--- config.mk ---
export PLATFORM = sky130hd
export DESIGN_NAME = buf_alloc_ctrl
export DESIGN_NICKNAME = d
export VERILOG_FILES = /design/src/rtl/buf_alloc_ctrl.sv
export SDC_FILE = /design/constraint.sdc
export NUM_CORES = 1
export LEC_CHECK = 0
export BUFFER_PORTS_ARGS = -buffer_cell sky130_fd_sc_hd__buf_2
export CAP_MARGIN = 20
export CORE_MARGIN = 5
export CORE_UTILIZATION = 45
export DETAILED_ROUTE_END_ITERATION = 10
export GPL_ROUTABILITY_DRIVEN = 0
export MAX_ROUTING_LAYER = met4
export REMOVE_ABC_BUFFERS = 1
export SLEW_MARGIN = 20
export SYNTH_ARGS = -nofsm -noshare
export SYNTH_HDL_FRONTEND = slang
export SYNTH_SLANG_ARGS = --single-unit
--- constraint.sdc ---
create_clock -name clk -period 2.3 [get_ports clk]
set_input_delay 0.46 -clock clk [delete_from_list [all_inputs] [get_ports clk]]
set_output_delay 0.46 -clock clk [all_outputs]
set_load 0.02 [all_outputs]
--- src/rtl/buf_alloc_ctrl.sv ---
// Tag-lookup and buffer-allocation controller for a 4-entry pool.
// Hits return the matching buffer; misses fill an invalid slot or the LRU victim reported by lru_finder.
module buf_alloc_ctrl #(
   parameter int TAG_W = 8
) (
   input  logic             clk,
   input  logic             rst_n,
   input  logic             acc_req,
   input  logic [TAG_W-1:0] acc_tag,
   input  logic             flush,
   output logic             acc_ack,
   output logic             acc_hit,
   output logic [1:0]       acc_buf,
   output logic             busy,
   output logic             new_buf_req,
   output logic [1:0]       ref_buf_numbr,
   input  logic [1:0]       buf_num_replc,
   output logic             fill_req,
   output logic [1:0]       fill_buf,
   output logic [TAG_W-1:0] fill_tag,
   output logic             evict_vld,
   output logic [TAG_W-1:0] evict_tag,
   input  logic             fill_ack
);

   localparam logic [2:0] S_IDLE   = 3'd0;
   localparam logic [2:0] S_LOOKUP = 3'd1;
   localparam logic [2:0] S_ALLOC  = 3'd2;
   localparam logic [2:0] S_FILL   = 3'd3;
   localparam logic [2:0] S_RESP   = 3'd4;

   logic [2:0]       state_q, state_d;
   logic [3:0]       valid_q, valid_d;
   logic [TAG_W-1:0] tag_q [4];
   logic             tag_we;
   logic [TAG_W-1:0] req_tag_q, req_tag_d;
   logic [1:0]       ref_q, ref_d;
   logic [1:0]       fill_buf_q, fill_buf_d;
   logic             evict_vld_q, evict_vld_d;
   logic [TAG_W-1:0] evict_tag_q, evict_tag_d;
   logic [1:0]       acc_buf_q, acc_buf_d;
   logic             acc_hit_q, acc_hit_d;

   logic [3:0]       hit_vec;
   logic             any_hit;
   logic [1:0]       hit_idx;
   logic             any_free;
   logic [1:0]       free_idx;

   // Valid entries never share a tag, so hit_vec is one-hot or zero.
   generate
      for (genvar gi = 0; gi < 4; gi++) begin : g_entry
         assign hit_vec[gi] = valid_q[gi] && (tag_q[gi] == req_tag_q);

         always_ff @(posedge clk or negedge rst_n) begin
            if (!rst_n) begin
               tag_q[gi] <= '0;
            end else if (tag_we && (fill_buf_q == 2'(gi))) begin
               tag_q[gi] <= req_tag_q;
            end
         end
      end
   endgenerate

   assign any_hit  = |hit_vec;
   assign any_free = ~&valid_q;

   always_comb begin
      hit_idx = 2'd0;
      for (int i = 0; i < 4; i++) begin
         if (hit_vec[i]) hit_idx = 2'(i);
      end
   end

   // Scan downwards so the lowest invalid index wins.
   always_comb begin
      free_idx = 2'd0;
      for (int i = 3; i >= 0; i--) begin
         if (!valid_q[i]) free_idx = 2'(i);
      end
   end

   always_comb begin
      state_d     = state_q;
      valid_d     = valid_q;
      tag_we      = 1'b0;
      req_tag_d   = req_tag_q;
      ref_d       = ref_q;
      fill_buf_d  = fill_buf_q;
      evict_vld_d = evict_vld_q;
      evict_tag_d = evict_tag_q;
      acc_buf_d   = acc_buf_q;
      acc_hit_d   = acc_hit_q;

      case (state_q)
         S_IDLE: begin
            if (flush) begin
               valid_d = 4'b0000;
            end else if (acc_req) begin
               req_tag_d = acc_tag;
               state_d   = S_LOOKUP;
            end
         end

         S_LOOKUP: begin
            if (any_hit) begin
               ref_d     = hit_idx;
               acc_buf_d = hit_idx;
               acc_hit_d = 1'b1;
               state_d   = S_RESP;
            end else if (any_free) begin
               ref_d       = free_idx;
               fill_buf_d  = free_idx;
               evict_vld_d = 1'b0;
               state_d     = S_FILL;
            end else begin
               state_d = S_ALLOC;
            end
         end

         // new_buf_req is high for this single cycle; the finder promotes the victim at this edge.
         S_ALLOC: begin
            ref_d       = buf_num_replc;
            fill_buf_d  = buf_num_replc;
            evict_vld_d = 1'b1;
            evict_tag_d = tag_q[buf_num_replc];
            state_d     = S_FILL;
         end

         S_FILL: begin
            if (fill_ack) begin
               tag_we               = 1'b1;
               valid_d[fill_buf_q]  = 1'b1;
               evict_vld_d          = 1'b0;
               acc_buf_d            = fill_buf_q;
               acc_hit_d            = 1'b0;
               state_d              = S_RESP;
            end
         end

         S_RESP: begin
            state_d = S_IDLE;
         end

         default: begin
            state_d = S_IDLE;
         end
      endcase
   end

   always_ff @(posedge clk or negedge rst_n) begin
      if (!rst_n) begin
         state_q     <= S_IDLE;
         valid_q     <= 4'b0000;
         req_tag_q   <= '0;
         ref_q       <= 2'd0;
         fill_buf_q  <= 2'd0;
         evict_vld_q <= 1'b0;
         evict_tag_q <= '0;
         acc_buf_q   <= 2'd0;
         acc_hit_q   <= 1'b0;
      end else begin
         state_q     <= state_d;
         valid_q     <= valid_d;
         req_tag_q   <= req_tag_d;
         ref_q       <= ref_d;
         fill_buf_q  <= fill_buf_d;
         evict_vld_q <= evict_vld_d;
         evict_tag_q <= evict_tag_d;
         acc_buf_q   <= acc_buf_d;
         acc_hit_q   <= acc_hit_d;
      end
   end

   assign acc_ack       = (state_q == S_RESP);
   assign acc_hit       = acc_hit_q && (state_q == S_RESP);
   assign acc_buf       = (state_q == S_RESP) ? acc_buf_q : 2'd0;
   assign busy          = (state_q != S_IDLE);
   assign new_buf_req   = (state_q == S_ALLOC);
   assign ref_buf_numbr = ref_q;
   assign fill_req      = (state_q == S_FILL);
   assign fill_buf      = fill_buf_q;
   assign fill_tag      = req_tag_q;
   assign evict_vld     = evict_vld_q;
   assign evict_tag     = evict_tag_q;

endmodule

Word-level counts from Yosys, hierarchy flattened

Index checks and enable logic that the tools add are counted.

Output and inout bits: 28
Bits of input ports: 15
Bits in registers: 63
Logic and storage cells: 102

Bitwise gates (word level): 3
Eq/ne operators: 19
Reductions and logical operators: 26
Multiplexer cells: 38
Magnitude comparators: 3

Operator list:

| kind                                                                   | count |
|---|---|
| 8-bit equality test                                                    | 4 |
| 2-bit two-way mux                                                      | 12 |
| 8-bit binary-select mux with 2-bit select                              | 1 |
| 8-bit two-way mux                                                      | 2 |
| 3-bit AND reduction                                                    | 5 |
| 3-bit two-way mux                                                      | 4 |
| 2-bit inequality test (second input constant)                          | 6 |
| 2-bit case mux with 2 select lines                                     | 3 |
| 3-bit case mux with 4 select lines                                     | 1 |
| 1-bit logical AND                                                      | 10 |
| 1-bit two-way mux                                                      | 9 |
| 4-bit two-way mux                                                      | 2 |
| 4-bit case mux with 2 select lines                                     | 1 |
| 4-bit AND reduction                                                    | 2 |
| 3-bit by 2-bit equality test with 1-bit output (second input constant) | 2 |
| 2-bit nonzero test                                                     | 3 |
| 3-bit nonzero test                                                     | 2 |
| 2-bit equality test (second input constant)                            | 2 |
| 4-bit bitwise OR                                                       | 1 |
| 4-bit OR reduction                                                     | 1 |
| 3-bit by 1-bit equality test with 1-bit output (second input constant) | 1 |
| 3-bit equality test (second input constant)                            | 1 |
| 3-bit >= comparator (second input constant)                            | 1 |
| 3-bit zero test                                                        | 1 |
| other kinds (12)                                                       | 12 |

Depth between registers and ports, before layout

Gate-level depths: netlist of the first run.

Depth in word-level cells: 7
Depth in mapped cells: 7
Depth with buffers taken out: 6

Least setup slack after synthesis of the first run

Ideal clock, no wire load.

Kind: reg-to-reg
Start: register req_tag_q[6] (netlist: fill_tag[6])
End: register ref_q[0] (netlist: ref_buf_numbr[0])
Clock period less this slack: 2022 ps
Arrival time: 1897 ps
Setup time: 125 ps
Path slack: 278 ps
Stages on the path, launching flop included: 8
Required time: 2175 ps
Path buffers: 1
Path through: dfrtp_1 > buf_6 > xor2_2 > nor4_2 > nand4_2 > nand4_4 > a2bb2oi_4 > mux2_4

Word-level cells in the longest chain between the ends: 7
Elaborated cells between the ends (all ways): 16
Those cells by class: eq/ne (5); mux (5); reduce/logical (6)

RTL lines:

| what                               | line | source |
|---|---|---|
| from (decl)                        | 36   | `logic [TAG_W-1:0] req_tag_q, req_tag_d;` |
| from (signal assigned)             | 165  | `req_tag_q <= req_tag_d;` |
| 8-bit equality test                | 53   | `assign hit_vec[gi] = valid_q[gi] && (tag_q[gi] == req_tag_q);` |
| 1-bit logical AND                  | 53   |  |
| 1-bit two-way mux                  | 71   | `if (hit_vec[i]) hit_idx = 2'(i);` |
| 2-bit two-way mux (2 in series)    | 71   |  |
| 2-bit two-way mux                  | 106  | `if (any_hit) begin` |
| 2-bit case mux with 2 select lines | 95   | `case (state_q)` |
| to (signal assigned)               | 166  | `ref_q <= ref_d;` |
| to (decl)                          | 37   | `logic [1:0] ref_q, ref_d;` |

Several ways; a longest one is shown, not always the timed one.
A chain may end at the register's enable or synchronous reset.

Final worst setup path of the first run

Start: register req_tag_q[1] (netlist: fill_tag[1])
End: register ref_q[0] (netlist: ref_buf_numbr[0])

Same word-level chain as after synthesis.

==> impl_metrics.csv, run 1 <==
group,metric,value,unit
synth,syn_inst,269,
sta,worst_slew_pin_slew,502,ps
global_routing,grt_pass1_vias,2265,
synth,synthMuxAreaShare,19.5,%
sta,finalHoldViolations,0,
synth,synthXorXnorAreaFrac,9.05,%
power,power_density,1420,nW/um^2
global_routing,grt_max_degree,23,
routing,firstDrtPassIters,5,
critical_path,worstSetupEndpointType,"flop",
floorplan,initial_utilization,46.8,%
sta,slew_violations,0,
placement,dpl-instance-area,3670,sq um
power,clock_power_share,15.5,%
sta,clock_skew,10.4,ps
synth,synth_cell_type_count,51,
power,seqPwrFrac,41.3,%
placement,io_buffer_count,42,
critical_path,path_max_fanout,10,
outcome,outcome,"complete, no violations",
clocking,cts_inserted_buffers,9,
final_layout,syn_to_final_growth,12.2,%
synth,yosysSeqAreaShare,46.0,%
synth,synth_top_family_by_area,"multiplexers",
critical_path,critPathMaxStageDelay,530,ps
final_layout,layout_commonest_cell,"dfrtp_1",
final_layout,num-nets-final,333,
power,power_leakage,0.00185,uW
critical_path,arrival,2370,ps
clocking,path_clk_slew,80,ps
power,p_sw,2250,uW
clocking,cts_tree,"done",
critical_path,crit_type,"flop to flop",
sta,fmaxAchievable,467,MHz
critical_path,crit_start,"fill_tag[1]$_DFFE_PN0P_",
critical_path,path_cells,"xor2_2 -> nor4_2 -> nand4_2 -> nand4_4 -> a2bb2oi_4 -> mux2_4",
synth,synth_edf_count,0,
synth,synthAdderAreaFrac,0,%
clocking,htree_num_levels,3,
routing,viasPerCell,5.25,
routing,drtIter0Drc,89,
synth,ys.flop_type,"dfrtp_1",
clocking,cts_root_buf,"clkbuf_8",
routing,drc,0,
routing,routedWlPerCell,16.7,um
power,comb_power_share,43.1,%
floorplan,core_area,7330,sq um
synth,yosysWarnings,0,
clocking,cts_resized,0,
critical_path,timing.rr.start,"fill_tag[1]$_DFFE_PN0P_",
sta,max_slew_margin,66.6,%
final_layout,antenna_cells,0,
synth,synthArstFlopShare,100,%
floorplan,rows,31,
critical_path,critPathRequiredTime,2520,ps
critical_path,startpoint_type,"flop",
routing,drtAntennaViolNets,0,
synth,ys_ff_latch,63,
sta,finalSetupTns,0,ps
floorplan,ioPinCount,43,
clocking,holdBufCountCts,0,
critical_path,slowest_stage,"dfrtp_1",
final_layout,drive_gt1_share,43.7,%
clocking,clockBufferDepth,2,
floorplan,die_x,97.3,um
floorplan,design.die.area,9470,sq um
global_routing,antenna_found_initial,0,
clocking,clock_latency,350,ps
power,swShare,41.2,%
final_layout,fin_area,3850,sq um
sta,period_minus_slack,2140,ps
power,ir_drop,0.531,mV
job,drv_cap,0,
sta,setup-violations-final,0,
global_routing,grt_pass1_wl,11.9,mm
final_layout,final_cell_mix,"63 x dfrtp_1, 42 x buf_2, 40 x mux2_2, 32 x nand2_1, 17 x xor2_1",
synth,yosys.area_share.simple,13.5,%
placement,dp_hpwl,5.13,mm
synth,syn_area,3430,sq um
global_routing,grt_use_total,16.3,%
power,power.internal,3210,uW
clocking,cts_sinks,63,
clocking,cts_setup_buffers,0,
synth,syn_avg_cell_area,12.7,sq um
global_routing,overflow,0,
routing,num_vias,2215,
sta,rsz0062_at_grt,"no",
routing,routed_wirelength,7.05,mm
synth,synth-compound-area-share,6.06,%
sta,fin_crit_sh,93.2,%
floorplan,fp.dieH,97.3,um
worst_hold_path,hold_path.class,"input pin to async pin",
==> Yosys cell counts, types with 4 or more instances <==
| cell type | instances | share of area [%] |
|---|---|---|
| inv_1 | 6 | 0.66 |
| buf_6 | 7 | 2.3 |
| nor3_1 | 9 | 1.3 |
| mux2_2 | 40 | 13 |
| nand2_1 | 32 | 3.5 |
| dfrtp_1 | 63 | 46 |
| mux4_2 | 8 | 5.3 |
| xor2_1 | 17 | 4.3 |
| xnor2_1 | 11 | 2.8 |
| nor2_1 | 7 | 0.77 |
| xor2_2 | 4 | 1.9 |
==> worst max-delay path: cells and delay by family (launching register included) <==
family / cells / cell delay (ps)
DFF: 1 / 530
muxes: 1 / 300
xor gates and xnor gates: 1 / 220
and+or+nand+nor: 3 / 790
AOI/OAI and AO/OA: 1 / 180
==> routing by layer <==
layer / global-route usage, % / up-vias / wire length (um)
li1: - / 1048 / -
met1: 22.0 / 1110 / 3330
met2: 24.0 / 49 / 3300
met3: 4.31 / 8 / 340
met4: 5.54 / 0 / 80
met5: - / - / 0
==> power groups by stage <==
stage	clock (uW)	combinational [uW]	sequential [uW]
after floorplan	0	1580	2320
after global placement	0	2380	2250
after detailed placement	0	2390	2270
after CTS	869	2400	2250
after global routing	924	2590	2350
final	848	2360	2260
==> final timing paths <==
path / slack (ps) / endpoint / cells after the start
setup / recovery: 160 / ref_buf_numbr[0]$_DFFE_PN0P_ / 6
hold / removal: 80 / evict_tag[3]$_DFFE_PN0P_ / 1
setup reg to reg: 160 / ref_buf_numbr[0]$_DFFE_PN0P_ / 6
hold reg to reg: 470 / evict_tag[5]$_DFFE_PN0P_ / 2
max in group asynchronous: 1550 / tag_q[27]$_DFFE_PN0P_ / 2
min in group clk: 340 / fill_tag[5]$_DFFE_PN0P_ / 2
==> registers in the layout, indices dropped and copies added (netlist names) <==
signal,flops
tag_q,32
valid_q,4
acc_hit_q,1
evict_tag,8
fill_tag,8
evict_vld,1
state_q,3
ref_buf_numbr,2
fill_buf,2
acc_buf_q,2
==> logic make-up (layout without fill, tap and decap cells) <==
family / after synthesis / count (layout)
buf+inv: 23 / 77
mux: 51 / 51
compound gates: 24 / 24
simple gates: 76 / 76
xor+xnor: 32 / 32
flops: 63 / 63
==> layout make-up <==
type	instances	area, sq um
timing repair buffer	53	293
fill	657	3480
multi-input combinational	183	1650
tap	99	124
sequential	63	1580
inverter	8	30.0
clock inverter	6	36.3
clock buffer	10	138
==> metrics by stage <==
step | std cells | hold slack [ps] | util (%) | power, uW | worst slack [ps]
after global routing | 422 | 102 | 52.5 | 5860 | 38.7
after detailed placement | 406 | 458 | 50.1 | 4660 | 161
after global placement | 406 | 452 | 50.1 | 4630 | 192
final | 422 | 76.0 | 52.5 | 5460 | 157
after CTS | 422 | 83.0 | 52.5 | 5520 | 125
after floorplan | 254 | 164 | - | 3900 | 271
Note: power is estimated with default switching activity, not from simulation.
==> run 2: changes to the inputs <==
Settings changed: BUFFER_PORTS_ARGS -buffer_cell sky130_fd_sc_hd__buf_2 to default, DONT_BUFFER_PORTS from default to 1.
==> run 2 against run 1 <==
Effect of this change: sequential power rose by 3%; via count fell by 6.5%; maximum frequency rose by 3.6%; critical path type unchanged.
==> impl_metrics.csv, run 2 (synthesis gave the netlist of run 1 again) <==
group,metric,value,unit
final_layout,fin_area,3750,sq um
final_layout,antenna_cells,0,
critical_path,startpoint_type,"flop",
sta,finalSetupTns,0,ps
critical_path,cpLargestDelayFamily,"simple AND/OR/NAND/NOR gates",
critical_path,critPathRequiredTime,2530,ps
final_layout,drive_gt1_share,36.9,%
clocking,holdBufCountCts,2,
critical_path,arrival,2300,ps
sta,clock_skew,7.46,ps
final_layout,regArea,1580,sq um
clocking,path_clk_slew,70,ps
clocking,htree_num_levels,3,
critical_path,path_buf_inv,0,
power,comb_power_share,40.4,%
routing,drc,0,
critical_path,critPathMaxStageDelay,480,ps
sta,worst_slew_pin_slew,529,ps
final_layout,multi_input_area,1650,sq um
sta,slew_violations,0,
routing,drtAntennaViolNets,0,
critical_path,slowest_stage,"dfrtp_1",
clocking,cts_sinks,63,
clocking,clock_latency,340,ps
critical_path,r2r_slack,230,ps
clocking,cts_setup_buffers,0,
job,drv_cap,0,
sta,setup-violations-final,0,
final_layout,largest_reg_flops,32,
sta,fmaxAchievable,483,MHz
placement,dp_hpwl,5.10,mm
sta,fin_crit_sh,89.9,%
global_routing,grt_pass1_vias,2236,
global_routing,grt_pass1_wl,12.1,mm
final_layout,final_cell_mix,"63 x dfrtp_1, 40 x mux2_2, 32 x nand2_1, 18 x buf_4, 17 x xor2_1",
global_routing,grt_use_total,16.9,%
power,seqPwrFrac,42.2,%
routing,viasPerCell,5.32,
power,power_leakage,0.00172,uW
power,power.internal,3280,uW
final_layout,syn_to_final_growth,9.38,%
global_routing,overflow,0,
power,power_density,1470,nW/um^2
global_routing,grt_max_degree,64,
power,p_sw,2240,uW
placement,io_buffer_count,0,
global_routing,antenna_found_initial,0,
critical_path,path_max_fanout,10,
floorplan,rows,31,
clocking,cts_root_buf,"clkbuf_8",
outcome,outcome,"complete, no violations",
routing,routedWlPerCell,18.5,um
floorplan,design.die.area,9470,sq um
final_layout,layout_commonest_cell,"dfrtp_1",
routing,routed_wirelength,7.18,mm
sta,rsz0062_at_grt,"no",
floorplan,core_area,7330,sq um
sta,period_minus_slack,2070,ps
sta,max_slew_margin,64.6,%
routing,num_vias,2071,
floorplan,ioPinCount,43,
power,ir_drop,0.512,mV
clocking,clockBufferDepth,2,
power,swShare,40.6,%
floorplan,die_x,97.3,um
critical_path,worstSetupEndpointType,"flop",
power,clock_power_share,17.4,%
clocking,cts_inserted_buffers,9,
floorplan,initial_utilization,46.8,%
routing,drtIter0Drc,68,
final_layout,num-nets-final,300,
final_layout,largest-register,"tag_q",
power,finalPower,5530,uW
critical_path,crit_type,"flop to flop",
sta,finalHoldViolations,0,
final_layout,fill_cells,670,
placement,dpl-instance-area,3520,sq um
worst_hold_path,hold_path.class,"input pin to flop",
critical_path,path_cells,"xor2_2 -> nor4_2 -> nand4_2 -> nand4_4 -> a2bb2oi_4 -> mux2_4",
routing,firstDrtPassIters,4,
clocking,cts_tree,"done",
clocking,cts_resized,0,
floorplan,fp.dieH,97.3,um
## run 2: cell count changes in the layout (fill, tap and decap cells not counted), sizes merged
cell	delta
dlygate4sd3	+1
clkinv	-2
bufinv	+1
clkinvlp	+1
buf	-34
## run 2: cell type report
cell class / instances / share of cell area [%]
Sequential cell: 63 / 42.0
Clock buffer: 10 / 3.67
Clock inverter: 6 / 1.60
Tap cell: 99 / 3.30
Timing Repair Buffer: 20 / 4.60
Multi-Input combinational cell: 183 / 44.0
Inverter: 8 / 0.801
## run 2: power by group through the flow
| stage | clock network, uW | logic (uW) | registers [uW] |
|---|---|---|---|
| after floorplan | 0 | 1580 | 2320 |
| after global placement | 0 | 2210 | 2330 |
| after detailed placement | 0 | 2220 | 2350 |
| after CTS | 990 | 2260 | 2330 |
| after global routing | 1050 | 2470 | 2420 |
| final | 963 | 2230 | 2330 |
## run 2: metal layers
metal  global-route usage, %  wire length, um  up-vias
met3                    4.09              267        9
li1                        -                -      979
met4                    6.39               99        0
met2                    25.1             3320       35
met5                       -                0        -
met1                    22.5             3500     1048
## run 2: per-stage QoR
stage / instances / worst slack, ps / utilization [%] / hold WS [ps]
6_report: 389 / 231 / 51.2 / 263
5_1_grt: 389 / 98.0 / 51.2 / 244
4_1_cts: 389 / 207 / 51.2 / 237
3_5_place_dp: 371 / 220 / 48.0 / 166
3_3_place_gp: 371 / 240 / 48.0 / 166
2_1_floorplan: 254 / 271 / - / 164
## run 2: final timing paths
path,from,end,depth (start not counted)
hold reg to reg,acc_buf_q[1]$_DFFE_PN0P_,acc_buf_q[1]$_DFFE_PN0P_,1
max in group asynchronous,rst_n,tag_q[14]$_DFFE_PN0P_,2
hold / removal,buf_num_replc[1],ref_buf_numbr[1]$_DFFE_PN0P_,2
setup reg to reg,fill_tag[6]$_DFFE_PN0P_,ref_buf_numbr[0]$_DFFE_PN0P_,6
min in group asynchronous,rst_n,ref_buf_numbr[0]$_DFFE_PN0P_,2
setup / recovery,fill_tag[6]$_DFFE_PN0P_,ref_buf_numbr[0]$_DFFE_PN0P_,6
==> run 3: changes to the inputs <==
Settings changed: CORE_UTILIZATION 45 to 36, PLACE_DENSITY from default to 0.6.
==> run 3 against run 2 <==
Effect of this change: clock-buffer cell count up 2; utilization down 11 points; die area up 22%; sequential cell count unchanged; global-route usage down 2.7 points; clock skew down 2.0 ps; via count up 0.92%; setup slack worse by 16 ps; clock power down 2%; maximum frequency down 0.78%; first-iteration DRC count down 1.5%; combinational power about the same; critical endpoint unchanged; largest cell class unchanged.
==> impl_metrics.csv, run 3 (synthesis gave the netlist of run 1 again) <==
group,metric,value,unit
outcome,outcome,"complete, no violations",
global_routing,grt_max_degree,64,
final_layout,num-nets-final,298,
clocking,cts_sinks,63,
routing,routedWlPerCell,17.9,um
sta,rsz0062_at_grt,"no",
critical_path,startpoint_type,"flop",
power,seqPwrFrac,42.4,%
sta,fin_crit_sh,90.6,%
floorplan,design.die.area,11600,sq um
power,ir_drop,0.382,mV
sta,finalHoldViolations,0,
critical_path,crit_type,"flop to flop",
floorplan,core_area,9280,sq um
placement,dp_hpwl,5.29,mm
floorplan,ioPinCount,43,
sta,fmaxAchievable,480,MHz
critical_path,path_max_fanout,10,
global_routing,grt_use_total,14.2,%
critical_path,crit_start,"fill_tag[1]$_DFFE_PN0P_",
clocking,path_clk_slew,70,ps
worst_hold_path,min_from,"buf_num_replc[1]",
power,comb_power_share,40.4,%
final_layout,largest-register,"tag_q",
critical_path,timing.rr.start,"fill_tag[1]$_DFFE_PN0P_",
critical_path,arrival,2310,ps
job,drv_cap,0,
sta,period_minus_slack,2080,ps
global_routing,grt_pass1_vias,2160,
clocking,cts_resized,0,
routing,num_vias,2090,
sta,setup-violations-final,0,
final_layout,layout_commonest_cell,"dfrtp_1",
routing,drtIter0Drc,67,
final_layout,drive_gt1_share,35.8,%
clocking,cts_root_buf,"clkbuf_8",
routing,routed_wirelength,7.48,mm
placement,io_buffer_count,0,
sta,max_slew_margin,67.2,%
final_layout,syn_to_final_growth,9.81,%
routing,viasPerCell,5.01,
final_layout,fill_cells,912,
clocking,cts_tree,"done",
power,finalPower,5520,uW
critical_path,critPathRequiredTime,2530,ps
clocking,clock_latency,340,ps
power,clock_power_share,17.1,%
power,power_leakage,0.00171,uW
sta,setup_slack,215,ps
sta,slew_violations,0,
power,p_sw,2240,uW
routing,firstDrtPassIters,6,
floorplan,die_x,108,um
sta,finalSetupTns,0,ps
power,swShare,40.6,%
placement,place_inst,399,
critical_path,worstSetupEndpointType,"flop",
final_layout,final_cell_mix,"63 x dfrtp_1, 40 x mux2_2, 32 x nand2_1, 17 x xor2_1, 16 x buf_4",
global_routing,antenna_found_initial,0,
routing,drc,0,
placement,place_ws,221,ps
power,power_density,1470,nW/um^2
clocking,clockBufferDepth,2,
clocking,cts_inserted_buffers,9,
clocking,htree_num_levels,3,
power,power.internal,3280,uW
final_layout,antenna_cells,0,
floorplan,rows,35,
worst_hold_path,hold_path.class,"input pin to flop",
critical_path,r2r_slack,220,ps
final_layout,largest_reg_flops,32,
floorplan,fp.dieH,108,um
floorplan,initial_utilization,36.9,%
global_routing,overflow,0,
routing,drtAntennaViolNets,0,
final_layout,finalNonFillerCells,417,
sta,worst_slew_pin_slew,491,ps
global_routing,grt_pass1_wl,12.0,mm
sta,clock_skew,5.45,ps
-- run 3: changes by cell type in the layout (fill, tap and decap cells not counted) --
| cell | before | now |
|---|---|---|
| clkinvlp_4 | 2 | 0 |
| clkbuf_1 | 0 | 2 |
| buf_4 | 18 | 16 |
-- run 3: layer usage --
metal / vias up / wire length (um) / GRT usage [%] / share of wire [%]
met4: 0 / 100 / 5.14 / 1.3
met2: 46 / 3480 / 20.7 / 47
met3: 12 / 387 / 4.20 / 5.2
li1: 973 / - / - / -
met5: - / 0 / - / 0
met1: 1059 / 3510 / 18.9 / 47
-- run 3: worst max-delay path, cell delays in order (launching register included) --
cell and delay [ps]:
dfrtp_1 500, xor2_2 200, nor4_2 320, nand4_2 230, nand4_4 240, a2bb2oi_4 180
mux2_4 300
-- run 3: stage by stage --
step	hold slack (ps)	instance area, sq um	utilization (%)
after floorplan	164	3260	-
after global placement	166	3540	38.1
after detailed placement	166	3540	38.1
after CTS	233	3770	40.6
after global routing	248	3770	40.6
final	252	3770	40.6
-- run 3: worst paths after layout --
| kind | end | cells after the start |
|---|---|---|
| setup reg to reg | ref_buf_numbr[0]$_DFFE_PN0P_ | 6 |
| min in group asynchronous | evict_tag[1]$_DFFE_PN0P_ | 2 |
| setup / recovery | ref_buf_numbr[0]$_DFFE_PN0P_ | 6 |
| hold reg to reg | acc_buf_q[0]$_DFFE_PN0P_ | 1 |
| max in group asynchronous | evict_tag[7]$_DFFE_PN0P_ | 2 |
| hold / removal | ref_buf_numbr[1]$_DFFE_PN0P_ | 2 |
-- run 3: final cells by class --
cell class                      count  area (sq um)  share of cell area (%)
Multi-Input combinational cell    183          1650                    43.8
Sequential cell                    63          1580                    41.9
Clock buffer                       12           145                    3.85
Clock inverter                      4          45.0                    1.20
Inverter                            8          30.0                   0.797
Timing Repair Buffer               18           158                    4.19
Tap cell                          129           161                    4.29
-- run 3: what timing repair did --
item	4_1_cts	5_1_grt
hold buffers	2	0
hold endpoints to repair	63	0
setup buffers	0	0
-- run 3: power by group through the flow --
stage / combinational, uW / sequential [uW] / clock (uW)
floorplan: 1580 / 2320 / 0
global placement: 2230 / 2330 / 0
detailed placement: 2240 / 2360 / 0
CTS: 2280 / 2340 / 977
global route: 2450 / 2420 / 1010
finish: 2230 / 2340 / 946
